### src/rtl/pipe_ctrl_unit.sv
// rtl/pipe_ctrl_unit.sv - pipelined ID-stage control decoder with ID/EX, EX/MEM, MEM/WB control registers
module pipe_ctrl_unit #(
    parameter int             OP_W      = 6,
    parameter logic [5:0]     MUL_FUNCT = 6'b011000,
    parameter int             MUL_LAT   = 4
) (
    input  logic            clk_i,
    input  logic            rst_i,
    input  logic            valid_i,
    input  logic [OP_W-1:0] op_i,
    input  logic [5:0]      funct_i,
    input  logic            hazard_stall_i,
    input  logic            flush_i,
    output logic            branch_o,
    output logic            jump_o,
    output logic            stall_o,
    output logic [7:0]      idex_ctrl_o,
    output logic            idex_mul_o,
    output logic [3:0]      exmem_ctrl_o,
    output logic [1:0]      memwb_ctrl_o,
    output logic            illegal_o
);

    localparam logic [OP_W-1:0] OP_R    = OP_W'(6'b000000);
    localparam logic [OP_W-1:0] OP_ADDI = OP_W'(6'b001000);
    localparam logic [OP_W-1:0] OP_LW   = OP_W'(6'b100011);
    localparam logic [OP_W-1:0] OP_SW   = OP_W'(6'b101011);
    localparam logic [OP_W-1:0] OP_BEQ  = OP_W'(6'b000100);
    localparam logic [OP_W-1:0] OP_J    = OP_W'(6'b000010);

    // A 1-cycle multiplier never needs the BUSY state, so the counter
    // still gets one bit to stay a legal vector.
    localparam int   CNT_W     = (MUL_LAT > 1) ? $clog2(MUL_LAT) : 1;
    localparam int   CNT_INIT  = (MUL_LAT > 1) ? (MUL_LAT - 2) : 0;
    localparam logic MUL_MULTI = (MUL_LAT > 1);

    typedef enum logic {IDLE, BUSY} state_t;

    state_t             state, state_next;
    logic [CNT_W-1:0]   cnt, cnt_next;
    logic [7:0]         idex_next;
    logic               mul_next;
    logic [3:0]         exmem_next;
    logic [1:0]         memwb_next;
    logic               illegal_next;

    logic [7:0]         dec_word;
    logic               dec_mul;
    logic               dec_illegal;
    logic               load_bubble;
    logic               do_load;

    // Opcode/funct decode into the 8-bit control word.
    always_comb begin
        dec_word    = 8'h00;
        dec_mul     = 1'b0;
        dec_illegal = 1'b0;
        case (op_i)
            OP_R: begin
                dec_word = 8'h4E;
                dec_mul  = (funct_i == MUL_FUNCT);
            end
            OP_ADDI: dec_word = 8'h41;
            OP_LW:   dec_word = 8'hD1;
            OP_SW:   dec_word = 8'h21;
            OP_BEQ:  dec_word = 8'h02;
            OP_J:    dec_word = 8'h00;
            default: dec_illegal = 1'b1;
        endcase
    end

    // Combinational ID-stage outputs; branch/jump are suppressed while EX is frozen.
    always_comb begin
        stall_o     = (state == BUSY);
        branch_o    = valid_i && !stall_o && (op_i == OP_BEQ);
        jump_o      = valid_i && !stall_o && (op_i == OP_J);
        load_bubble = !valid_i || flush_i || hazard_stall_i || dec_illegal;
    end

    // Next-state and next-register logic. The final BUSY edge (cnt==0) is a
    // normal load edge so the MUL spends exactly MUL_LAT cycles in EX.
    always_comb begin
        state_next   = state;
        cnt_next     = cnt;
        idex_next    = idex_ctrl_o;
        mul_next     = idex_mul_o;
        exmem_next   = 4'h0;
        memwb_next   = exmem_ctrl_o[3:2];
        illegal_next = 1'b0;
        do_load      = 1'b0;
        case (state)
            IDLE: begin
                if (idex_mul_o && MUL_MULTI) begin
                    state_next   = BUSY;
                    cnt_next     = CNT_W'(CNT_INIT);
                    illegal_next = valid_i && !flush_i && dec_illegal;
                end else begin
                    do_load = 1'b1;
                end
            end
            BUSY: begin
                if (cnt == '0) begin
                    state_next = IDLE;
                    do_load    = 1'b1;
                end else begin
                    cnt_next = cnt - CNT_W'(1);
                end
            end
            default: state_next = IDLE;
        endcase
        if (do_load) begin
            idex_next    = load_bubble ? 8'h00 : dec_word;
            mul_next     = load_bubble ? 1'b0 : dec_mul;
            exmem_next   = idex_ctrl_o[7:4];
            illegal_next = valid_i && !flush_i && dec_illegal;
        end
    end

    // State, counter and pipeline control registers.
    always_ff @(posedge clk_i or negedge rst_i) begin
        if (!rst_i) begin
            state        <= IDLE;
            cnt          <= '0;
            idex_ctrl_o  <= 8'h00;
            idex_mul_o   <= 1'b0;
            exmem_ctrl_o <= 4'h0;
            memwb_ctrl_o <= 2'b00;
            illegal_o    <= 1'b0;
        end else begin
            state        <= state_next;
            cnt          <= cnt_next;
            idex_ctrl_o  <= idex_next;
            idex_mul_o   <= mul_next;
            exmem_ctrl_o <= exmem_next;
            memwb_ctrl_o <= memwb_next;
            illegal_o    <= illegal_next;
        end
    end

endmodule

### config.mk
export PLATFORM = sky130hd
export DESIGN_NAME = pipe_ctrl_unit
export DESIGN_NICKNAME = d
export VERILOG_FILES = /design/src/rtl/pipe_ctrl_unit.sv
export SDC_FILE = /design/constraint.sdc
export NUM_CORES = 1
export LEC_CHECK = 0
export ABC_CLOCK_PERIOD_IN_PS = 2400
export CELL_PAD_IN_SITES_DETAIL_PLACEMENT = 0
export CELL_PAD_IN_SITES_GLOBAL_PLACEMENT = 2
export CORE_UTILIZATION = 23
export CTS_CLUSTER_DIAMETER = 30
export CTS_CLUSTER_SIZE = 8
export DETAILED_ROUTE_END_ITERATION = 6
export PLACE_DENSITY = 0.76
export RECOVER_POWER = 50
export SETUP_SLACK_MARGIN = 0.1
export SKIP_CTS_REPAIR_TIMING = 1
export SYNTH_ARGS = -nofsm -noshare
export SYNTH_HDL_FRONTEND = slang
export SYNTH_SLANG_ARGS = --single-unit
export TNS_END_PERCENT = 50
### constraint.sdc
create_clock -name clk_i -period 2.4 [get_ports clk_i]
set_clock_uncertainty 0.2 [all_clocks]
set_input_delay 0.24 -clock clk_i [delete_from_list [all_inputs] [get_ports clk_i]]
set_output_delay 0.24 -clock clk_i [all_outputs]
set_load 0.02 [all_outputs]
After elaboration in Yosys (flattened, before gate mapping) --
Cells that the tools add are included.
Storage, ports and cells: input bits 17, output and inout port bits 19, register bits after elaboration 19, word-level logic and storage cells 50
Cells by class: equality and inequality tests 8, reductions and logical operators 15, multiplexer cells 18, bitwise operators 1, $add $sub $neg 1
Operator list (number):
- case mux 8 bit (5 select lines) | 1
- == test 6 bit, second input constant | 2
- 2-to-1 mux 1 bit | 10
- 2-to-1 mux 8 bit | 1
- == test 6 x 2 -> 1 bit, second input constant | 1
- == test 6 x 3 -> 1 bit, second input constant | 1
- == test 6 x 4 -> 1 bit, second input constant | 1
- == test 6 x 5 -> 1 bit, second input constant | 1
- zero test 6 bit | 1
- OR reduction 6 bit | 1
- logical AND 1 bit | 5
- 2-to-1 mux 2 bit | 2
- 2-to-1 mux 4 bit | 1
- inequality test 2 bit, second input constant | 2
- case mux 1 bit (2 select lines) | 2
- case mux 2 bit (2 select lines) | 1
- zero test 1 bit | 3
- logical OR 1 bit | 3
- zero test 2 bit | 1
- AND reduction 2 bit | 1
- subtractor 2 x 1 -> 2 bit, second input constant | 1
- NOT 1 bit | 1

Depth between registers and ports, before layout --
Gate-level depths: netlist (run 1).
word-level depth 7, mapped depth 7, mapped depth without buffers 6

Least setup slack after synthesis (run 1) --
OpenSTA, ideal clock, no wires.
path kind flip-flop to flip-flop, from reg state, in the netlist stall_o, to reg idex_ctrl_o[4], required time 2.090 ns, path slack 0.663 ns, data arrival time 1.427 ns, clock period less this slack 1.737 ns, stages on the path, launching flop included 6, library setup time 0.110 ns, path buffers 1, cell sequence dfrtp_1 > nor2b_1 > clkbuf_2 > nor2_1 > inv_2 > o41ai_1
On the way: word-level cells in the longest chain between the ends 2
RTL lines:
- start: declaration | line 39 | state_t state, state_next;
- start signal: assignment | line 130 | state <= state_next;
- NOT 1 bit
- case mux 1 bit (2 select lines) (*) | line 91 | case (state)
- end signal: assignment | line 132 | idex_ctrl_o <= idex_next;
- end: declaration | line 17 | output logic [7:0] idex_ctrl_o,
Mark *: on every way between the ends. The rest lies on a longest branch, timed or not. A chain may end at the register's enable or synchronous reset.

Final worst setup path (run 1) --
from in op_i[0], to out branch_o
On the way: word-level cells in the longest chain between the ends 2
RTL lines:
- start: declaration | line 10 | input logic [OP_W-1:0] op_i,
- == test 6 x 3 -> 1 bit | line 75 | branch_o = valid_i && !stall_o && (op_i == OP_BEQ);
- logical AND 1 bit | line 75
- end: declaration | line 14 | output logic branch_o,
Every way passes these cells.

==> results_dict.tcl, run 1 <==
set metrics [dict create \
    status "finished, final reports clean" \
    fillers 320 \
    syn-num-nets 93 \
    first_iter_violations 11 \
    initial_core_util 0.250 \
    maxCapViolCount 0 \
    timing.slew.headroom 0.534 \
    fmax_ghz 0.435 \
    wl_met2_um 868 \
    syn_inst 75 \
    crit_chain "clkdlybuf4s50_1, buf_4, nor3_1, and4_2, clkdlybuf4s50_1" \
    met1_length_um 848 \
    wl_mm 1.85 \
    wl_met3_um 92 \
    postRouteAntennaNets 0 \
    crit_top_cell "clkdlybuf4s50_1" \
    dr.pass1.iters 4 \
    r2r_slack_ps 540 \
    r2r_start "cnt[0]" \
    synth_cell_types 32 \
    leakage_nw 0.554 \
    nets 135 \
    holdPathStages 0 \
    grt_first_pass_wirelength_mm 3.10 \
    drcViolationCount 0 \
    r2r-end "idex_ctrl_o[6]" \
    drive_gt1_frac 0.138 \
    htreeDepth 1 \
    routed.top_layer "met4" \
    numCtsBuffers 3 \
    critPathCaptureType "output port" \
    reg2reg_depth 6 \
    grt_antenna_before_repair 0 \
    peakVddDrop_v 0.000123 \
    cts_max_path_buffers 2 \
    synth_seq_cells 16 \
    rows 20 \
    synth_fa_ha_area_frac 0.0160 \
    max_stage_delay_ps 600 \
    final_max_slew_viol_count 0 \
    cp.arrival_ps 1860 \
    synthSimpleGateAreaFrac 0.224 \
    worst_slew_pin_slew_ps 696 \
    die-width_um 60.3 \
    syn_avg_cell_area_um2 10.4 \
    cts.sinks 16 \
    tns_ps 0 \
    period_minus_slack_ps 2300 \
    n_antenna_cell 0 \
    hold_class "flip-flop to flip-flop" \
    io_buffers 35 \
    yosys_warnings 0 \
    cp-startpoint "op_i[0]" \
    rsz0062_at_grt "true" \
    grt_pass1_vias 710 \
    finalPower_uw 514 \
    period_share 0.958 \
    design.core.area_mm2 0.00313 \
    synth_top_family_by_area "simple AND/OR/NAND/NOR gates" \
    critPathRequiredTime_ps 1960 \
    synth_compound_area_frac 0.174 \
    detail_route.wl_per_cell_um 11.5 \
    yosysSeqAreaShare 0.512 \
    area_delta_synth_final_pct 59.0 \
    setup-violations-final 0 \
    die_h_um 60.3 \
    powerDensity_mw_per_mm2 414 \
    path_max_fanout 5 \
    grtUsageTotal 0.117 \
    dp_hpwl_mm 1.44 \
    cts_tree "done" \
    vias_per_cell 4.46 \
    vias 714 \
    synthMuxAreaShare 0.0144 \
    fin_area_mm2 0.00124 \
    ioPinCount 36 \
    crit_slowest_cell "clkdlybuf4s50_1" \
    dpl_cell_area_mm2 0.00120 \
    worst-setup-path-type "input pin to output port" \
    path_clk_slew_ps 90 \
    hold_violations 0 \
    grt_max_degree 17 \
    worstHoldEndpoint "memwb_ctrl_o[0]" \
    netlist_area_um2 782 \
    gp_congestion 0.705 \
    clk_latency_ps 290 \
    cts_root_buf "clkbuf_4" \
    die_area_mm2 0.00364 \
    hp-start "exmem_ctrl_o[2]" \
    grt_overflow 0 \
    synth_xor_xnor_area_share 0 \
    crit_path_start_kind "input pin" \
]
==> layer usage <==
metal,up-vias,global-route usage
met4,0,0.0698
met3,4,0.0260
li1,356,-
met5,-,0
met2,24,0.198
met1,330,0.135
==> critical path, delay by kind of cell <==
family	cells	cell delay (ps)
AND/OR/NAND/NOR	2	460
buffers and inverters	3	1160
==> registers in the layout, indices dropped and copies added, names as in the netlist <==
signal,count
cnt,2
idex_mul_o,1
stall_o,1
exmem_ctrl_o,3
idex_ctrl_o,6
memwb_ctrl_o,2
illegal_o,1
==> synthesized netlist by cell type <==
cell | count | area (um^2)
nor2b_1 | 2 | 12.5
nand2_1 | 3 | 11.3
nor4b_1 | 1 | 8.76
o41ai_1 | 3 | 26.3
or4b_2 | 1 | 10.0
a2111oi_2 | 1 | 15.0
and4_2 | 1 | 10.0
a22o_1 | 1 | 8.76
nand2b_1 | 1 | 6.26
dfrtp_1 | 16 | 400
o31ai_1 | 2 | 15.0
a21boi_0 | 1 | 7.51
a2111oi_1 | 1 | 10.0
a21oi_1 | 2 | 10.0
o21ai_0 | 7 | 35.0
ha_1 | 1 | 12.5
mux2_2 | 1 | 11.3
and3_1 | 2 | 12.5
nor3b_1 | 1 | 7.51
nand3_1 | 2 | 10.0
buf_4 | 3 | 22.5
or2_2 | 1 | 6.26
o22a_1 | 1 | 8.76
and4b_4 | 1 | 13.8
nor2_1 | 5 | 18.8
clkbuf_2 | 1 | 5.00
inv_1 | 4 | 15.0
or3_1 | 1 | 6.26
nor3_1 | 2 | 10.0
and2_1 | 3 | 18.8
inv_2 | 1 | 3.75
nor4_1 | 2 | 12.5
==> report_power, final <==
group,leakage (nW),internal (mW),switching (mW)
clock network,0.0210,0.0924,0.0880
logic,0.310,0.0369,0.0261
registers,0.223,0.271,0.000317
==> area by class of cell <==
type | count | area (um^2) | share of cell area
clock buffer | 4 | 36.3 | 0.0292
inverter | 5 | 18.8 | 0.0151
multi-input combinational | 50 | 335 | 0.270
sequential | 16 | 400 | 0.322
tap | 44 | 55.1 | 0.0443
timing repair buffer | 41 | 398 | 0.320
==> stage by stage <==
stage | hold WS, ps | setup slack, ps | cells | util
after detailed placement | 174 | 35.5 | 156 | 0.385
after CTS | 187 | 22.3 | 160 | 0.397
final | 189 | 102 | 160 | 0.398
after global routing | 214 | 18.6 | 160 | 0.398
after floorplan | -256 | 663 | 75 | -
after global placement | 164 | 64.7 | 156 | 0.385
==> kinds of logic after synthesis <==
group,Yosys count
multiplexers,1
flip-flops,16
AO/OA/AOI/OAI,19
adder cells (fa/ha/maj),1
AND/OR/NAND/NOR,29
buffers and inverters,9
==> cells in the final DEF (no fill, tap or decap), types with 3 or more instances in the layout <==
cell type / instances
clkdlybuf4s50_1: 31
dfrtp_1: 16
o21ai_0: 7
buf_4: 6
inv_1: 5
nor2_1: 5
and2_0: 3
o41ai_1: 3
nand2_1: 3
clkbuf_4: 3
dlygate4sd3_1: 3
==> how the worst max path moves through the flow <==
stage | end | slack (ps) | depth (start not counted)
finish | branch_o | 100 | 5
global placement | jump_o | 60 | 5
CTS | jump_o | 20 | 5
global route | branch_o | 20 | 5
floorplan | idex_ctrl_o[4] | 660 | 5
detailed placement | jump_o | 40 | 5
(Power assumes the default switching activity.)
==> inputs of run 2 (changes only) <==
--- a/config.mk
+++ b/config.mk
@@ -10,7 +10,7 @@
 export CELL_PAD_IN_SITES_GLOBAL_PLACEMENT = 2
 export CORE_UTILIZATION = 23
 export CTS_CLUSTER_DIAMETER = 30
-export CTS_CLUSTER_SIZE = 8
+export CTS_CLUSTER_SIZE = 28
 export DETAILED_ROUTE_END_ITERATION = 6
 export PLACE_DENSITY = 0.76
 export RECOVER_POWER = 50
==> results of run 2 <==
The final DEF is identical to that of run 1; final timing and power are the same.
==> inputs of run 3 (changes only) <==
--- a/config.mk
+++ b/config.mk
@@ -6,6 +6,7 @@
 export NUM_CORES = 1
 export LEC_CHECK = 0
 export ABC_CLOCK_PERIOD_IN_PS = 2400
+export CAP_MARGIN = 5
 export CELL_PAD_IN_SITES_DETAIL_PLACEMENT = 0
 export CELL_PAD_IN_SITES_GLOBAL_PLACEMENT = 2
 export CORE_UTILIZATION = 23
==> results of run 3 <==
The final DEF is identical to that of run 1; final timing and power are the same.
==> variant: new RTL, config.mk and constraints of run 1 <==
Change the parameter `OP_W` from 6 to 5.
--- a/src/rtl/pipe_ctrl_unit.sv
+++ b/src/rtl/pipe_ctrl_unit.sv
@@ -1,5 +1,5 @@
 // rtl/pipe_ctrl_unit.sv - pipelined ID-stage control decoder with ID/EX, EX/MEM, MEM/WB control registers
 module pipe_ctrl_unit #(
-    parameter int             OP_W      = 6,
+    parameter int             OP_W      = 5,
     parameter logic [5:0]     MUL_FUNCT = 6'b011000,
     parameter int             MUL_LAT   = 4
Ports: changed (resized op_i); port bits go from 36 to 35. No check against the original RTL was run, so the function may have changed too.
==> variant against run 1 <==
- setup slack improved by 290 ps
- hold slack got worse by 5.6 ps
- non-clock buffer count increased by 2
- sequential cell count unchanged
- highest routed layer unchanged
- synthesized cell count decreased by 5.3%
- area after synthesis increased by 0.64%
- count of clock-buffer cells in the layout unchanged
- wire length increased by 0.92%
- power increased by 5.2%
- combinational power increased by 40%
- design area increased by 2.0%
- sequential share of layout area decreased by 0.64 points
- critical path type unchanged
==> variant: results (changes against run 1) <==
\begin{tabular}{lr}
\hline
Metric & Value \\
\hline
\multicolumn{2}{l}{\textbf{Run status}} \\
Run status & finished, final reports clean \\
\multicolumn{2}{l}{\textbf{Place}} \\
Detailed Place HPWL & 1480 µm (+2.4\%) \\
Worst setup slack before clock tree synthesis & -10.9 ps (-46.4 ps) \\
Cells after DPL & 155 (-0.64\%) \\
Post-detailed-placement cell area & 1230 µm² (+1.9\%) \\
Count of input and output buffers & 34 (-2.9\%) \\
Placer's final routability congestion estimate & 0.693 (-1.7\%) \\
\multicolumn{2}{l}{\textbf{Global routing}} \\
Met1 track demand over resource in global routing & 0.149 (+0.0135) \\
Via count of the first global-routing pass & 691 (-2.7\%) \\
Global Route met3 Usage & 0.00853 (-0.0174) \\
Global Route met2 Usage & 0.185 (-0.0126) \\
First-pass GRT wire length & 3060 µm (-1.4\%) \\
Total global routing track utilization & 0.114 (-0.00337) \\
\multicolumn{2}{l}{\textbf{Routing}} \\
Wire per inst & 11.7 µm (+1.6\%) \\
Initial DRC Count & 12 (+1) \\
Routed vias & 705 (-1.3\%) \\
Ratio of routed vias to standard cells & 4.43 (-0.64\%) \\
\multicolumn{2}{l}{\textbf{Synthesis}} \\
Sequential element share of the synthesized area & 0.509 (-0.00326) \\
Most common library cells after synthesis & sky130\_fd\_sc\_hd\_\_dfrtp\_1, sky130\_fd\_sc\_hd\_\_o21ai\_0, sky130\_fd\_sc\_hd\_\_nor2\_1 \\
Adder-cell share of the synthesized area & 0.0159 (-0.000102) \\
Syn\_nets & 88 (-5.4\%) \\
Leading cell types by total area after synthesis & sky130\_fd\_sc\_hd\_\_dfrtp\_1, sky130\_fd\_sc\_hd\_\_o41ai\_2, sky130\_fd\_sc\_hd\_\_o21ai\_0, sky130\_fd\_sc\_hd\_\_buf\_4, sky130\_fd\_sc\_hd\_\_and2\_1 \\
\multicolumn{2}{l}{\textbf{Cells and area}} \\
Layout cell share with drive strength beyond 1 & 0.191 (+0.0534) \\
Post-layout net count & 133 (-1.5\%) \\
\multicolumn{2}{l}{\textbf{Setup path}} \\
Maximum fanout count along the critical path & 4 (-1) \\
Largest stage delay, worst path & 540 ps (-60 ps) \\
Cell with the largest stage delay on the worst path & sky130\_fd\_sc\_hd\_\_or4\_1 \\
Data arrival time of the critical path & 1570 ps (-290 ps) \\
\multicolumn{2}{l}{\textbf{Pwr}} \\
Leakage power summed over all cells & 0.611 nW (+10\%) \\
Maximum resistive drop on vdd & 0.000136 V (+11\%) \\
Power spent charging and discharging nets & 0.125 mW (+9.2\%) \\
\multicolumn{2}{l}{\textbf{Timing}} \\
Worst-case headroom to the max-slew limit & 0.514 (-0.0200) \\
\hline
\end{tabular}
variant: cell count changes after synthesis, moves of 2 or more:
cell,change
sky130_fd_sc_hd__inv_1,-2
sky130_fd_sc_hd__o41ai_1,-2
sky130_fd_sc_hd__and3_1,-2
sky130_fd_sc_hd__nor4_1,-2
sky130_fd_sc_hd__o41ai_2,+3
sky130_fd_sc_hd__nand3b_1,+2
variant: path summary, 6_finish.rpt:
check                           startpoint              end  slack (ps)  cells after the start
min reg2reg                exmem_ctrl_o[2]  memwb_ctrl_o[0]         180                      0
min in group asynchronous            rst_i       idex_mul_o         250                      1
max in group asynchronous            rst_i  memwb_ctrl_o[0]        1290                      1
min                        exmem_ctrl_o[2]  memwb_ctrl_o[0]         180                      0
max                                op_i[1]         branch_o         390                      4
max reg2reg                         cnt[0]   idex_ctrl_o[4]         490                      6
variant: kinds of logic (layout without fill, tap and decap cells):
group                    count (synthesis)  after routing
multiplexers                             1              1
buffers and inverters                    6             50
adder cells (fa/ha/maj)                  1              1
AO/OA/AOI/OAI                           19             19
flip-flops                              16             16
AND/OR/NAND/NOR                         28             28
variant: power by group through the flow:
stage | Combinational [mW] | Clock (mW) | Sequential [mW]
3_3_place_gp | 0.0881 | 0 | 0.283
5_1_grt | 0.0980 | 0.198 | 0.279
3_5_place_dp | 0.0905 | 0 | 0.283
4_1_cts | 0.0911 | 0.184 | 0.278
6_report | 0.0883 | 0.175 | 0.278
2_1_floorplan | 0.0321 | 0 | 0.285
variant: metrics by stage:
stage	util	TNS [ps]
after CTS	0.401	-12.4
after global routing	0.402	0
after detailed placement	0.389	-10.9
after global placement	0.389	-17.7
final	0.402	0
after floorplan	-	0
variant: area by class of cell:
| cell class | instances | area, µm² |
|---|---|---|
| timing repair buffer | 43 | 413 |
| sequential | 16 | 400 |
| multi-input combinational | 49 | 353 |
| inverter | 3 | 11.3 |
| fill | 340 | 1880 |
| clock buffer | 4 | 36.3 |
| tap | 44 | 55.1 |
variant: routing by layer:
| layer | up-vias | part of all wire |
|---|---|---|
| li1 | 351 | - |
| met1 | 324 | 0.48 |
| met2 | 28 | 0.45 |
| met3 | 2 | 0.061 |
| met4 | 0 | 0.015 |
| met5 | - | 0 |
